==> config.mk <==
export PLATFORM = sky130hd
export DESIGN_NAME = osd_msg_source_flat
export DESIGN_NICKNAME = d
export VERILOG_FILES = /design/src/rtl/osd_msg_source_pkg.sv /design/src/rtl/osd_msg_source_if.sv /design/src/rtl/osd_msg_source.sv /design/src/flat_wrapper.sv
export SDC_FILE = /design/constraint.sdc
export NUM_CORES = 1
export LEC_CHECK = 0
export ABC_AREA = 1
export CAP_MARGIN = 20
export CELL_PAD_IN_SITES_DETAIL_PLACEMENT = 0
export CELL_PAD_IN_SITES_GLOBAL_PLACEMENT = 1
export CORE_MARGIN = 2
export CORE_UTILIZATION = 33
export CTS_BUF_LIST = sky130_fd_sc_hd__clkbuf_16
export CTS_CLUSTER_DIAMETER = 80
export CTS_CLUSTER_SIZE = 30
export DETAILED_ROUTE_END_ITERATION = 10
export PLACE_DENSITY_LB_ADDON = 0.25
export SETUP_SLACK_MARGIN = 0.4
export SLEW_MARGIN = 20
export SYNTH_ARGS = -nofsm -noshare
export SYNTH_HDL_FRONTEND = slang
export SYNTH_SLANG_ARGS = --single-unit
==> constraint.sdc <==
create_clock -name clk -period 1.8 [get_ports clk]
set_input_delay 0.36 -clock clk [delete_from_list [all_inputs] [get_ports clk]]
set_output_delay 0.36 -clock clk [all_outputs]
set_load 0.01 [all_outputs]
==> src/rtl/osd_msg_source_pkg.sv <==
// -----------------------------------------------------------------------------
// osd_msg_source_pkg
// Shared types and elaboration-time helpers for the debug message source.
//   msg_src_state_t : FSM state encoding (IDLE, SEND, CGAP, MGAP, DONE)
//   gap_cnt_width() : width of the inter-character / inter-message gap counter
//   idx_width()     : width of the character index register
// -----------------------------------------------------------------------------
package osd_msg_source_pkg;

    typedef enum logic [2:0] {
        ST_IDLE = 3'd0,
        ST_SEND = 3'd1,
        ST_CGAP = 3'd2,
        ST_MGAP = 3'd3,
        ST_DONE = 3'd4
    } msg_src_state_t;

    // Enough bits to hold max(char_gap, msg_gap); never narrower than one bit.
    function automatic int gap_cnt_width(input int char_gap, input int msg_gap);
        int max_gap;
        if (char_gap > msg_gap) begin
            max_gap = char_gap;
        end else begin
            max_gap = msg_gap;
        end
        if (max_gap < 1) begin
            return 1;
        end else begin
            return $clog2(max_gap + 1);
        end
    endfunction

    // Index range is 0..msg_len-1; a one-character message still needs one bit.
    function automatic int idx_width(input int msg_len);
        if (msg_len > 1) begin
            return $clog2(msg_len);
        end else begin
            return 1;
        end
    endfunction

endpackage

==> src/rtl/osd_msg_source_if.sv <==
// -----------------------------------------------------------------------------
// osd_msg_source_if
// Character-stream handshake between a character source and a character sink
// (for example the out_char/out_valid/out_ready side of osd_dem_uart).
//   out_char  : character presented by the source
//   out_valid : source has a character for the sink
//   out_ready : sink accepts the character this cycle
// modport master : source side (drives out_char/out_valid)
// modport slave  : sink side   (drives out_ready)
// -----------------------------------------------------------------------------
interface osd_msg_source_if #(
    parameter int DATA_WIDTH = 8
) ();

    logic [DATA_WIDTH-1:0] out_char;
    logic                  out_valid;
    logic                  out_ready;

    modport master (
        output out_char,
        output out_valid,
        input  out_ready
    );

    modport slave (
        input  out_char,
        input  out_valid,
        output out_ready
    );

endinterface

==> src/rtl/osd_msg_source.sv <==
// -----------------------------------------------------------------------------
// osd_msg_source
// Debug character-stream source: plays a fixed, parameter-defined message into
// a character sink REPEAT times (0 = forever) with optional idle gaps between
// characters (CHAR_GAP) and between messages (MSG_GAP).
//
// Ports:
//   clk          : clock
//   rst          : synchronous, active-high reset
//   start_i      : pulse, begins a new run from IDLE or DONE (ignored while busy)
//   abort_i      : pulse, returns to IDLE from any state (wins over start_i)
//   chr_if       : character stream (master side: out_char/out_valid, out_ready)
//   busy_o       : run in progress (SEND, CGAP or MGAP)
//   done_o       : run completed, sticky until the next start
//   msg_count_o  : messages fully sent in this run, saturating
//
// Every output is a flop; out_ready, start_i and abort_i only reach the
// outputs through the next-state logic.
// -----------------------------------------------------------------------------
module osd_msg_source
    import osd_msg_source_pkg::*;
#(
    parameter int                               DATA_WIDTH = 8,
    parameter int                               MSG_LEN    = 13,
    parameter logic [MSG_LEN*DATA_WIDTH-1:0]    MSG        = "Hello World!\n",
    parameter int                               REPEAT     = 1,
    parameter int                               CHAR_GAP   = 0,
    parameter int                               MSG_GAP    = 0,
    parameter int                               AUTOSTART  = 1,
    parameter int                               CNT_WIDTH  = 16
) (
    input  logic                 clk,
    input  logic                 rst,
    input  logic                 start_i,
    input  logic                 abort_i,
    osd_msg_source_if.master     chr_if,
    output logic                 busy_o,
    output logic                 done_o,
    output logic [CNT_WIDTH-1:0] msg_count_o
);

    localparam int GW = gap_cnt_width(CHAR_GAP, MSG_GAP);
    localparam int IW = idx_width(MSG_LEN);

    // A gap of N cycles is N states in CGAP/MGAP; the counter is loaded with
    // N-1 and the state leaves when it reads zero.
    localparam logic [GW-1:0] CGAP_LOAD = (CHAR_GAP > 0) ? GW'(CHAR_GAP - 1) : {GW{1'b0}};
    localparam logic [GW-1:0] MGAP_LOAD = (MSG_GAP > 0)  ? GW'(MSG_GAP - 1)  : {GW{1'b0}};

    localparam logic [IW-1:0]        LAST_IDX   = IW'(MSG_LEN - 1);
    localparam logic [CNT_WIDTH-1:0] REPEAT_CNT = CNT_WIDTH'(REPEAT);
    localparam bit                   HAS_CGAP   = (CHAR_GAP > 0);
    localparam bit                   HAS_MGAP   = (MSG_GAP > 0);
    localparam bit                   FINITE_RUN = (REPEAT != 0);
    localparam bit                   AUTO_INIT  = (AUTOSTART != 0);

    // Character i of the message; character 0 is the most significant slice.
    function automatic logic [DATA_WIDTH-1:0] char_at(input logic [IW-1:0] i);
        logic [DATA_WIDTH-1:0] c;
        c = {DATA_WIDTH{1'b0}};
        for (int k = 0; k < MSG_LEN; k++) begin
            c = (i == IW'(k)) ? MSG[(MSG_LEN-1-k)*DATA_WIDTH +: DATA_WIDTH] : c;
        end
        return c;
    endfunction

    msg_src_state_t        state_q,     state_d;
    logic [IW-1:0]         idx_q,       idx_d;
    logic [GW-1:0]         gap_q,       gap_d;
    logic [CNT_WIDTH-1:0]  msg_count_q, msg_count_d;
    logic                  auto_q,      auto_d;
    logic                  out_valid_q, out_valid_d;
    logic [DATA_WIDTH-1:0] out_char_q,  out_char_d;
    logic                  busy_q,      busy_d;
    logic                  done_q,      done_d;

    logic                  xfer_s;
    logic [CNT_WIDTH-1:0]  cnt_inc_s;

    // Handshake completes when the registered valid meets the sink's ready.
    assign xfer_s    = out_valid_q & chr_if.out_ready;

    // Message counter value after one more completed message, held at all-ones.
    assign cnt_inc_s = (msg_count_q == {CNT_WIDTH{1'b1}}) ? msg_count_q
                                                         : msg_count_q + CNT_WIDTH'(1'b1);

    // Next-state, counters and decoded next outputs.
    always_comb begin
        state_d     = state_q;
        idx_d       = idx_q;
        gap_d       = gap_q;
        msg_count_d = msg_count_q;
        // The autostart request lives for exactly one cycle after reset.
        auto_d      = 1'b0;

        if (abort_i) begin
            // A character accepted in this cycle is delivered, but the
            // position and count are deliberately left untouched.
            state_d = ST_IDLE;
        end else begin
            case (state_q)
                ST_IDLE, ST_DONE: begin
                    if (start_i || auto_q) begin
                        state_d     = ST_SEND;
                        idx_d       = {IW{1'b0}};
                        msg_count_d = {CNT_WIDTH{1'b0}};
                    end else begin
                        state_d     = state_q;
                    end
                end
                ST_SEND: begin
                    if (xfer_s) begin
                        if (idx_q == LAST_IDX) begin
                            idx_d       = {IW{1'b0}};
                            msg_count_d = cnt_inc_s;
                            if (FINITE_RUN && (cnt_inc_s == REPEAT_CNT)) begin
                                state_d = ST_DONE;
                            end else if (HAS_MGAP) begin
                                state_d = ST_MGAP;
                                gap_d   = MGAP_LOAD;
                            end else begin
                                state_d = ST_SEND;
                            end
                        end else begin
                            idx_d = idx_q + IW'(1'b1);
                            if (HAS_CGAP) begin
                                state_d = ST_CGAP;
                                gap_d   = CGAP_LOAD;
                            end else begin
                                state_d = ST_SEND;
                            end
                        end
                    end else begin
                        state_d = ST_SEND;
                    end
                end
                ST_CGAP, ST_MGAP: begin
                    if (gap_q == {GW{1'b0}}) begin
                        state_d = ST_SEND;
                    end else begin
                        gap_d   = gap_q - GW'(1'b1);
                    end
                end
                default: begin
                    state_d = ST_IDLE;
                end
            endcase
        end

        // Outputs are decoded from the next state so they can be registered.
        out_valid_d = (state_d == ST_SEND);
        out_char_d  = (state_d == ST_SEND) ? char_at(idx_d) : {DATA_WIDTH{1'b0}};
        busy_d      = (state_d == ST_SEND) || (state_d == ST_CGAP) || (state_d == ST_MGAP);
        done_d      = (state_d == ST_DONE);
    end

    // FSM state, counters and registered outputs.
    always_ff @(posedge clk) begin
        if (rst) begin
            state_q     <= ST_IDLE;
            idx_q       <= {IW{1'b0}};
            gap_q       <= {GW{1'b0}};
            msg_count_q <= {CNT_WIDTH{1'b0}};
            auto_q      <= AUTO_INIT;
            out_valid_q <= 1'b0;
            out_char_q  <= {DATA_WIDTH{1'b0}};
            busy_q      <= 1'b0;
            done_q      <= 1'b0;
        end else begin
            state_q     <= state_d;
            idx_q       <= idx_d;
            gap_q       <= gap_d;
            msg_count_q <= msg_count_d;
            auto_q      <= auto_d;
            out_valid_q <= out_valid_d;
            out_char_q  <= out_char_d;
            busy_q      <= busy_d;
            done_q      <= done_d;
        end
    end

    assign chr_if.out_valid = out_valid_q;
    assign chr_if.out_char  = out_char_q;
    assign busy_o           = busy_q;
    assign done_o           = done_q;
    assign msg_count_o      = msg_count_q;

endmodule

==> src/flat_wrapper.sv <==
// flat-port wrapper written by rule: the top's interface ports become plain ports
module osd_msg_source_flat import osd_msg_source_pkg::*;
#(
    parameter int                               DATA_WIDTH = 8,
    parameter int                               MSG_LEN    = 13,
    parameter logic [MSG_LEN*DATA_WIDTH-1:0]    MSG        = "              ",
    parameter int                               REPEAT     = 1,
    parameter int                               CHAR_GAP   = 0,
    parameter int                               MSG_GAP    = 0,
    parameter int                               AUTOSTART  = 1,
    parameter int                               CNT_WIDTH  = 16
)
  (clk, rst, start_i, abort_i, busy_o, done_o, msg_count_o, chr_if_out_char, chr_if_out_valid, chr_if_out_ready);
  osd_msg_source_if #(.DATA_WIDTH(DATA_WIDTH)) chr_if_i ();
  input  logic clk;
  input  logic rst;
  input  logic start_i;
  input  logic abort_i;
  output logic busy_o;
  output logic done_o;
  output logic [CNT_WIDTH-1:0] msg_count_o;
  output wire logic [$bits(chr_if_i.out_char)-1:0] chr_if_out_char;
  output wire logic [$bits(chr_if_i.out_valid)-1:0] chr_if_out_valid;
  input wire logic [$bits(chr_if_i.out_ready)-1:0] chr_if_out_ready;
  assign chr_if_out_char = chr_if_i.out_char;
  assign chr_if_out_valid = chr_if_i.out_valid;
  assign chr_if_i.out_ready = chr_if_out_ready;
  osd_msg_source #(.DATA_WIDTH(DATA_WIDTH), .MSG_LEN(MSG_LEN), .MSG(MSG), .REPEAT(REPEAT), .CHAR_GAP(CHAR_GAP), .MSG_GAP(MSG_GAP), .AUTOSTART(AUTOSTART), .CNT_WIDTH(CNT_WIDTH)) u_core (.clk(clk), .rst(rst), .start_i(start_i), .abort_i(abort_i), .chr_if(chr_if_i), .busy_o(busy_o), .done_o(done_o), .msg_count_o(msg_count_o));
endmodule
Yosys cells after proc, flatten, opt, wreduce, memory -nomap -nowiden
Cells that the tools add are included.
{"block": "word_totals", "inputBits": 5, "output_inout_bits": 27, "register_bits": 36, "word_cells": 86}
{"block": "op_classes", "bitwise": 3, "n_eq_ne": 26, "mux": 32, "reduce_logical": 12, "addsub": 3}
{"operator": "6-bit two-way mux", "count": 13}
{"operator": "16-bit two-way mux", "count": 4}
{"operator": "16-bit case mux with 2 select lines", "count": 1}
{"operator": "4-bit == test, second input constant", "count": 6}
{"operator": "3-bit two-way mux", "count": 6}
{"operator": "16-bit by 1-bit adder with 16-bit output, second input constant", "count": 1}
{"operator": "16-bit by 1-bit == test with 1-bit output, second input constant", "count": 1}
{"operator": "16-bit == test, second input constant", "count": 1}
{"operator": "4-bit by 3-bit == test with 1-bit output, second input constant", "count": 4}
{"operator": "4-bit two-way mux", "count": 4}
{"operator": "14-bit OR reduction", "count": 1}
{"operator": "3-bit by 2-bit == test with 1-bit output, second input constant", "count": 4}
{"operator": "3-bit case mux with 3 select lines", "count": 1}
{"operator": "4-bit by 2-bit == test with 1-bit output, second input constant", "count": 2}
{"operator": "4-bit case mux with 2 select lines", "count": 1}
{"operator": "3-bit by 1-bit == test with 1-bit output, second input constant", "count": 2}
{"operator": "3-bit == test, second input constant", "count": 2}
{"operator": "2-bit by 1-bit inequality test with 1-bit output, second input constant", "count": 3}
{"operator": "2-bit OR reduction", "count": 3}
{"operator": "5-bit AND reduction", "count": 1}
{"operator": "4-bit by 1-bit adder with 4-bit output, second input constant", "count": 1}
{"operator": "4-bit by 1-bit == test with 1-bit output, second input constant", "count": 1}
{"operator": "4-bit zero test", "count": 1}
{"operator": "3-bit zero test", "count": 1}
{"operator": "other kinds (7)", "count": 11}

Longest topological paths before layout
Gate-level depths: netlist (run 1).
{"block": "depth", "ltp_word": 19, "mapped_depth": 16, "ltp_nobuf": 16}

Worst setup path before layout (run 1)
Ideal clock, no wire load.
{"block": "synth_path", "path_type": "reg-to-reg", "from": "register u_core.msg_count_q[0] (netlist: u_core.msg_count_o[0])", "to": "register u_core.busy_q (netlist: u_core.busy_o)", "required_time_ns": 1.688, "stages_incl_launch_ff": 17, "t_arrival_ns": 1.805, "setup_slack_ns": -0.118, "path_cell_list": "dfxtp_1 -> ha_1 -> nand2_2 -> nor2_4 -> nand2_4 -> clkinv_2 -> nand2_4 -> nand2_2 -> nand2_1 -> nor2_1 -> nand2_1 -> nor2_1 -> nand3_1 -> nand2_1 -> nand2_1 -> nand2_2 -> inv_1"}
{"block": "synth_via", "elab_chain_len": 11, "word_cells_on_any_way": 14, "cone_classes": "1 x add/sub; 5 x eq/ne; 6 x mux; 2 x reduce/logical"}
{"item": "from (decl)", "line_no": "osd_msg_source.sv:70", "text": "logic [CNT_WIDTH-1:0] msg_count_q, msg_count_d;"}
{"item": "from (signal assigned)", "line_no": "osd_msg_source.sv:163", "text": "msg_count_q <= {CNT_WIDTH{1'b0}};"}
{"item": "from (signal assigned)", "line_no": "osd_msg_source.sv:173", "text": "msg_count_q <= msg_count_d;"}
{"item": "16-bit by 1-bit adder with 16-bit output / 16-bit == test (equally long branches)", "line_no": "osd_msg_source.sv:85, osd_msg_source.sv:84"}
{"item": "16-bit two-way mux *", "line_no": "osd_msg_source.sv:84", "text": "assign cnt_inc_s = (msg_count_q == {CNT_WIDTH{1'b1}}) ? msg_count_q"}
{"item": "16-bit by 1-bit == test with 1-bit output *", "line_no": "osd_msg_source.sv:116", "text": "if (FINITE_RUN && (cnt_inc_s == REPEAT_CNT)) begin"}
{"item": "3-bit two-way mux *", "line_no": "osd_msg_source.sv:116"}
{"item": "3-bit two-way mux *", "line_no": "osd_msg_source.sv:113", "text": "if (idx_q == LAST_IDX) begin"}
{"item": "3-bit two-way mux *", "line_no": "osd_msg_source.sv:112", "text": "if (xfer_s) begin"}
{"item": "3-bit case mux with 3 select lines *", "line_no": "osd_msg_source.sv:101", "text": "case (state_q)"}
{"item": "3-bit two-way mux *", "line_no": "osd_msg_source.sv:96", "text": "if (abort_i) begin"}
{"item": "3-bit by 1-bit == test with 1-bit output / 3-bit by 2-bit == test with 1-bit output (equally long branches)", "line_no": "osd_msg_source.sv:153", "text": "busy_d = (state_d == ST_SEND) || (state_d == ST_CGAP) || (state_d == ST_MGAP);"}
{"item": "1-bit logical OR", "line_no": "osd_msg_source.sv:153"}
{"item": "1-bit logical OR *", "line_no": "osd_msg_source.sv:153"}
{"item": "to (signal assigned)", "line_no": "osd_msg_source.sv:177", "text": "busy_q <= busy_d;"}
{"item": "to (decl)", "line_no": "osd_msg_source.sv:74", "text": "logic busy_q, busy_d;"}
Mark *: on every way between the ends. The rest lies on a longest branch, timed or not.
A chain may end at the register's enable or synchronous reset.

Worst setup path in the final report (run 1)
{"block": "layout_path", "from": "register u_core.msg_count_q[1] (netlist: u_core.msg_count_o[1])", "to": "register u_core.busy_q (netlist: u_core.busy_o)"}
Same word-level chain as after synthesis.

==> results of run 1 <==
[sequential cells by signal (all words and copies together), names as in the netlist]
register	cells
u_core.msg_count_o	16
u_core.busy_o	1
u_core.auto_q	1
u_core.chr_if.out_char	1
u_core.done_o	1
u_core.idx_q	4
u_core.chr_if.out_valid	1
u_core.state_q	3
[per-stage QoR]
step | power, W | setup slack, ns | std cells
after floorplan | 0.0007008 | 0.1104 | 276
after global placement | 0.0007382 | -0.1565 | 400
after detailed placement | 0.0007380 | -0.2284 | 400
after CTS | 0.001296 | -0.02603 | 415
after global routing | 0.001330 | -0.1811 | 420
final | 0.001274 | -0.03910 | 420
[cell type report]
class | instances | area, µm² | share of cell area
tap | 70 | 87.58 | 0.03025
clock inverter | 1 | 3.754 | 0.001296
inverter | 32 | 142.6 | 0.04927
timing repair inverter | 1 | 7.507 | 0.002593
timing repair buffer | 81 | 718.2 | 0.2481
clock buffer | 3 | 75.07 | 0.02593
multi-input combinational | 204 | 1271 | 0.4391
sequential | 28 | 589.3 | 0.2035
[placed cells by master, fill, tap and decap left out, types with 9 or more instances in the layout]
cell,synthesis,layout
nand2_1,73,62
buf_4,7,47
nor2_1,34,25
inv_1,30,21
a21oi_1,18,14
dlygate4sd2_1,0,13
dfxtp_1,28,13
nand2_2,4,11
dfxtp_2,0,11
nor2_2,5,10
nand4_1,9,9
[how the worst max path moves through the flow]
| stage | from | end | slack, ns | depth (start not counted) |
|---|---|---|---|---|
| final | u_core.msg_count_o[1] | u_core.busy_o | -0.04 | 15 |
| after global routing | u_core.msg_count_o[1] | u_core.chr_if.out_char[5] | -0.18 | 14 |
| after CTS | u_core.msg_count_o[1] | u_core.busy_o | -0.03 | 15 |
| after detailed placement | chr_if_out_ready | u_core.msg_count_o[7] | -0.23 | 11 |
| after global placement | chr_if_out_ready | u_core.msg_count_o[3] | -0.16 | 11 |
| after floorplan | u_core.msg_count_o[0] | u_core.busy_o | 0.11 | 16 |
[per-layer routing]
layer,track usage,part of all wire,wire length (µm),vias up
li1,-,-,-,1008
met1,0.2155,0.44,2243,920
met2,0.3301,0.53,2716,34
met3,0.02014,0.027,138,6
met4,0.04182,0.010,53,0
met5,0,0,0,-
[timing repair]
action | 4_1_cts | 5_1_grt
hold buffers | 0 | 0
resized for setup | 96 | 36
setup buffers | 9 | 5
endpoints found under the hold margin | 0 | 0
setup endpoints to repair | 46 | 33
gates cloned | 2 | 0
pin swaps | 18 | 13
[logic make-up (layout without fill, tap and decap cells)]
logic type / Yosys count / count (layout) / synth area share
DFF: 28 / 28 / 0.3223
AOI/OAI and AO/OA: 39 / 39 / 0.1209
xor gates and xnor gates: 8 / 8 / 0.04029
buffers and inverters: 44 / 118 / 0.1165
and+or+nand+nor: 146 / 146 / 0.3762
adders and majority gates: 3 / 3 / 0.02159
other: 1 / 8 / 0.002156
[power groups by stage]
stage               Clock, W  Combinational, W  Sequential (W)
floorplan                  0         0.0000566        0.000644
global placement           0         0.0000964        0.000642
detailed placement         0         0.0000962        0.000642
CTS                 0.000542          0.000128        0.000625
global route        0.000559          0.000147        0.000625
finish              0.000514          0.000136        0.000624
[critical path, stage by stage, from the launching register on]
cell      delay, ns
dfxtp_4        0.36
ha_4           0.17
nand2_4        0.07
nor2_4         0.04
nand2_4        0.14
clkinv_4       0.09
nand2_8        0.11
nand3_4        0.08
nor2_2         0.12
nand2_2        0.07
nor2_2         0.11
nand3_2        0.08
nand2_1        0.07
nand2_1        0.06
nand2_2        0.10
inv_1          0.04
==> flow_summary.json, run 1 <==
{
  "hold_depth": 2,
  "drv_slew": 0,
  "cts_max_level": 1,
  "first_pass_iters": 4,
  "drt_iter0_drc": 64,
  "seqPwrFrac": 0.490,
  "p_switching_w": 0.0002981,
  "synth_area_um2": 1739,
  "ys_ff_latch": 28,
  "io_pins": 32,
  "layout-drive-gt1-share": 0.4029,
  "hpwlAfterDp_mm": 3.563,
  "switching_share": 0.2340,
  "cts_buffers": 3,
  "synth_edf_count": 0,
  "clock-root-buffer": "clkbuf_16",
  "run_status": "finished with violations",
  "antenna_found_initial": 0,
  "dieWidth_um": 76.60,
  "syn_area_per_cell_um2": 6.465,
  "drcViolationCount": 0,
  "drt_wl_total_mm": 5.151,
  "clock_power_share": 0.403,
  "yosysTopAreaCellShare": 0.3223,
  "ant_nets": 0,
  "globalplace.congestion": 0.9441,
  "cts_buffer_depth": 2,
  "wire_per_inst_um": 12.26,
  "grtUsageTotal": 0.1770,
  "grt_max_degree": 16,
  "synthTopCellsByArea": "dfxtp_1, nand2_1, nor2_1, inv_1, a21oi_1",
  "rows": 26,
  "synth_most_common_cell": "nand2_1",
  "routed-via-count": 1968,
  "hold_viol": 0,
  "startpoint_type": "register",
  "failed_checks": "setup timing",
  "setup_viol_count_final": 4,
  "fp.coreArea_um2": 5107,
  "hold_start": "u_core.msg_count_o[3]",
  "r2r_cells": 15,
  "hold_path_end": "u_core.msg_count_o[3]",
  "fmax_ghz": 0.5437,
  "crit_required_ns": 1.96,
  "antenna_cells": 0,
  "via_per_inst": 4.686,
  "p_leak_nw": 1.303,
  "hold_slack_ns": 0.4896,
  "clkSlewWorstSetupHoldPaths_ns": 0.07,
  "clock_latency_ns": 0.26,
  "grt_pass1_wl_mm": 8.514,
  "critical_path_peak_fanout": 6,
  "finClkSkew_ns": 0.002742,
  "r2r-start": "u_core.msg_count_o[1]",
  "first_global_vias": 1918,
  "p_int_w": 0.0009760,
  "num-fill-cells": 539,
  "netlist_instances": 269,
  "utilization": 0.5669,
  "post-route-period-util": 1.022,
  "initial_core_util": 0.3405,
  "synthFlopType": "dfxtp_1",
  "crit_type": "reg2reg",
  "maxCapViolCount": 0,
  "die_h_um": 76.60,
  "rsz0062_at_grt": "yes",
  "yosysTopAreaCell": "dfxtp_1",
  "synth_common_cells": "nand2_1, nor2_1, inv_1",
  "r2r_end": "u_core.busy_o",
  "power_density_nw_per_um2": 440.0,
  "async_reset_ff_frac": 0,
  "hp-class": "reg2reg",
  "syn_to_final_growth_pct": 66.48,
  "pwr-share-comb": 0.107,
  "yosys_warnings": 0,
  "worstSetupEndpointType": "register",
  "layout.nets": 359,
  "final_area_um2": 2895,
  "timing.setup.tns_ns": -0.1476,
  "worstPathArrival_ns": 2.00,
  "regToRegSetupSlack_ns": -0.04,
  "setup_slack_ns": -0.03910,
  "place_area_um2": 2375,
  "io_buffer_count": 24,
  "synth_cell_type_count": 31,
  "clock-sinks": 28,
  "grt_overflow": 0,
  "min_period_ns": 1.839,
  "cts_tree": "built",
  "peakVddDrop_mv": 0.2938,
  "dieArea_um2": 5867,
  "yosysSeqAreaShare": 0.3223
}
Power figures use the tool's default switching activity.
==> run 2, diff against run 1 <==
--- a/config.mk
+++ b/config.mk
@@ -9,14 +9,13 @@
 export CAP_MARGIN = 20
 export CELL_PAD_IN_SITES_DETAIL_PLACEMENT = 0
 export CELL_PAD_IN_SITES_GLOBAL_PLACEMENT = 1
-export CORE_MARGIN = 2
+export CORE_MARGIN = 5
 export CORE_UTILIZATION = 33
 export CTS_BUF_LIST = sky130_fd_sc_hd__clkbuf_16
 export CTS_CLUSTER_DIAMETER = 80
 export CTS_CLUSTER_SIZE = 30
 export DETAILED_ROUTE_END_ITERATION = 10
 export PLACE_DENSITY_LB_ADDON = 0.25
-export SETUP_SLACK_MARGIN = 0.4
 export SLEW_MARGIN = 20
 export SYNTH_ARGS = -nofsm -noshare
 export SYNTH_HDL_FRONTEND = slang
==> run 2 against run 1 <==
Net effect:
- largest power group is now clock
- core utilization down 3.6 points
- the flow still finishes with violations (setup timing)
- first-iteration DRC count is 9.4% higher
- fmax rose by 0.22%
==> flow_summary.json, run 2 (synthesis gave the netlist of run 1 again) <==
{
  "critical_path_peak_fanout": 6,
  "grt_pass1_wl_mm": 8.128,
  "first_pass_iters": 4,
  "fmax_ghz": 0.5450,
  "crit_type": "reg2reg",
  "crit_required_ns": 1.97,
  "critical-path-top-delay-family": "simple AND/OR/NAND/NOR gates",
  "dp.cells": 402,
  "drt_wl_total_mm": 4.910,
  "io_buffer_count": 24,
  "largest_register_ffs": 16,
  "routed-via-count": 1886,
  "final_common_cell": "nand2_1",
  "rsz0062_at_grt": "yes",
  "grtUsageTotal": 0.1541,
  "regToRegSetupSlack_ns": -0.04,
  "die_h_um": 82.60,
  "via_per_inst": 4.556,
  "place_area_um2": 2381,
  "wire_per_inst_um": 11.86,
  "initial_core_util": 0.3405,
  "io_pins": 32,
  "final_cell_mix": "nand2_1, buf_4, inv_1",
  "stdcell_count": 414,
  "crit_top_cell": "nor2_4",
  "timing.setup.tns_ns": -0.1252,
  "hp-class": "reg2reg",
  "clock-root-buffer": "clkbuf_16",
  "r2r-start": "u_core.msg_count_o[1]",
  "fp.coreArea_um2": 5107,
  "ant_nets": 0,
  "dieWidth_um": 82.60,
  "grt_max_degree": 18,
  "run_status": "finished with violations",
  "hold_viol": 0,
  "utilization": 0.5314,
  "slowest_delay_ns": 0.36,
  "cts_buffer_depth": 2,
  "hold_slack_ns": 0.5171,
  "antenna_found_initial": 0,
  "worstSetupEndpointType": "register",
  "rows": 26,
  "syn_to_final_growth_pct": 56.04,
  "clock-sinks": 28,
  "power_density_nw_per_um2": 519.2,
  "hold_depth": 2,
  "worstPathArrival_ns": 2.01,
  "hold_start": "u_core.msg_count_o[11]",
  "drv_slew": 0,
  "final_area_um2": 2714,
  "p_leak_nw": 1.217,
  "crit_path_top_delay_cell": "dfxtp_4",
  "hpwlAfterDp_mm": 3.643,
  "first_global_vias": 1878,
  "peakVddDrop_mv": 0.3770,
  "clock_latency_ns": 0.27,
  "layout-drive-gt1-share": 0.2936,
  "min_period_ns": 1.835,
  "maxCapViolCount": 0,
  "r2r_cells": 15,
  "cts_tree": "built",
  "path_buf_inv": 2,
  "crit_chain": "ha_4 > nand2_4 > nor2_4 > nand2_4 > clkinv_4 > nand2_8 > nand3_4 > nor2_4 > nand2_2 > nor2_4 > nand3_2 > nand2_1 > nand2_1 > nand2_2 > inv_1",
  "setup_slack_ns": -0.03500,
  "hold_buffers": 0,
  "globalplace.congestion": 0.9105,
  "r2r_end": "u_core.state_q[0]",
  "grt_overflow": 0,
  "drcViolationCount": 0,
  "hold_path_end": "u_core.msg_count_o[11]",
  "clkSlewWorstSetupHoldPaths_ns": 0.07,
  "cts_max_level": 1,
  "failed_checks": "setup timing",
  "post-route-period-util": 1.019,
  "antenna_cells": 0,
  "finClkSkew_ns": 0.006031,
  "startpoint_type": "register",
  "layout.nets": 353,
  "dieArea_um2": 6822,
  "cts_buffers": 3,
  "setup_viol_count_final": 4,
  "drt_iter0_drc": 70
}
==> run 2: changes by cell type in the layout (fill, tap and decap cells not counted), sizes merged, moves of 2 or more <==
cell | before | now
clkdlybuf4s15 | 8 | 0
clkdlybuf4s50 | 2 | 22
dlygate4sd2 | 13 | 0
buf | 58 | 51
dlymetal6s2s | 0 | 2
==> run 2: metrics by stage <==
step,setup WS (ns),power [W]
floorplan,0.009623,0.0007008
global placement,-0.1358,0.0007414
detailed placement,-0.1641,0.0007413
CTS,-0.02450,0.001427
global route,-0.1568,0.001462
finish,-0.03500,0.001409
==> run 2: worst max-delay path by stage <==
stage | slack, ns | from | cells after the start | to
floorplan | 0.01 | u_core.msg_count_o[1] | 16 | u_core.busy_o
global placement | -0.14 | chr_if_out_ready | 13 | u_core.state_q[0]
detailed placement | -0.16 | chr_if_out_ready | 12 | u_core.msg_count_o[5]
CTS | -0.02 | u_core.msg_count_o[0] | 15 | u_core.state_q[0]
global route | -0.16 | u_core.msg_count_o[1] | 15 | u_core.state_q[0]
finish | -0.04 | u_core.msg_count_o[1] | 15 | u_core.state_q[0]
==> run 2: final cells by class <==
cell class / count / area [µm²]
sequential: 28 / 573.1
multi-input combinational: 204 / 1145
clock buffer: 3 / 75.07
fill: 521 / 2394
timing repair buffer: 76 / 678.2
clock inverter: 1 / 30.03
tap: 70 / 87.58
inverter: 32 / 125.1
==> run 2: layer usage <==
| layer | track usage | vias to the layer above | share of wire |
|---|---|---|---|
| li1 | - | 996 | - |
| met2 | 0.2861 | 26 | 0.50 |
| met3 | 0.02278 | 5 | 0.039 |
| met5 | 0 | - | 0 |
| met4 | 0.05719 | 0 | 0.013 |
| met1 | 0.1764 | 859 | 0.45 |
==> run 2: what timing repair did <==
item / 4_1_cts / 5_1_grt
setup buffers: 4 / 3
pin swaps: 11 / 10
gates resized for setup: 22 / 22
cloned: 0 / 1
endpoints found under the hold margin: 0 / 0
setup endpoints to repair: 7 / 24
==> run 2: where the power goes <==
part / leakage, nW / switching (W) / internal (W)
logic: 0.935 / 0.0000582 / 0.0000443
clock network: 0.0511 / 0.000235 / 0.000444
registers: 0.231 / 0.00000402 / 0.000624
==> run 2: worst min-delay path, stage by stage, from the launching register on <==
cell and delay, ns:
dfxtp_2 0.36, nand2_1 0.07, a21oi_1 0.05
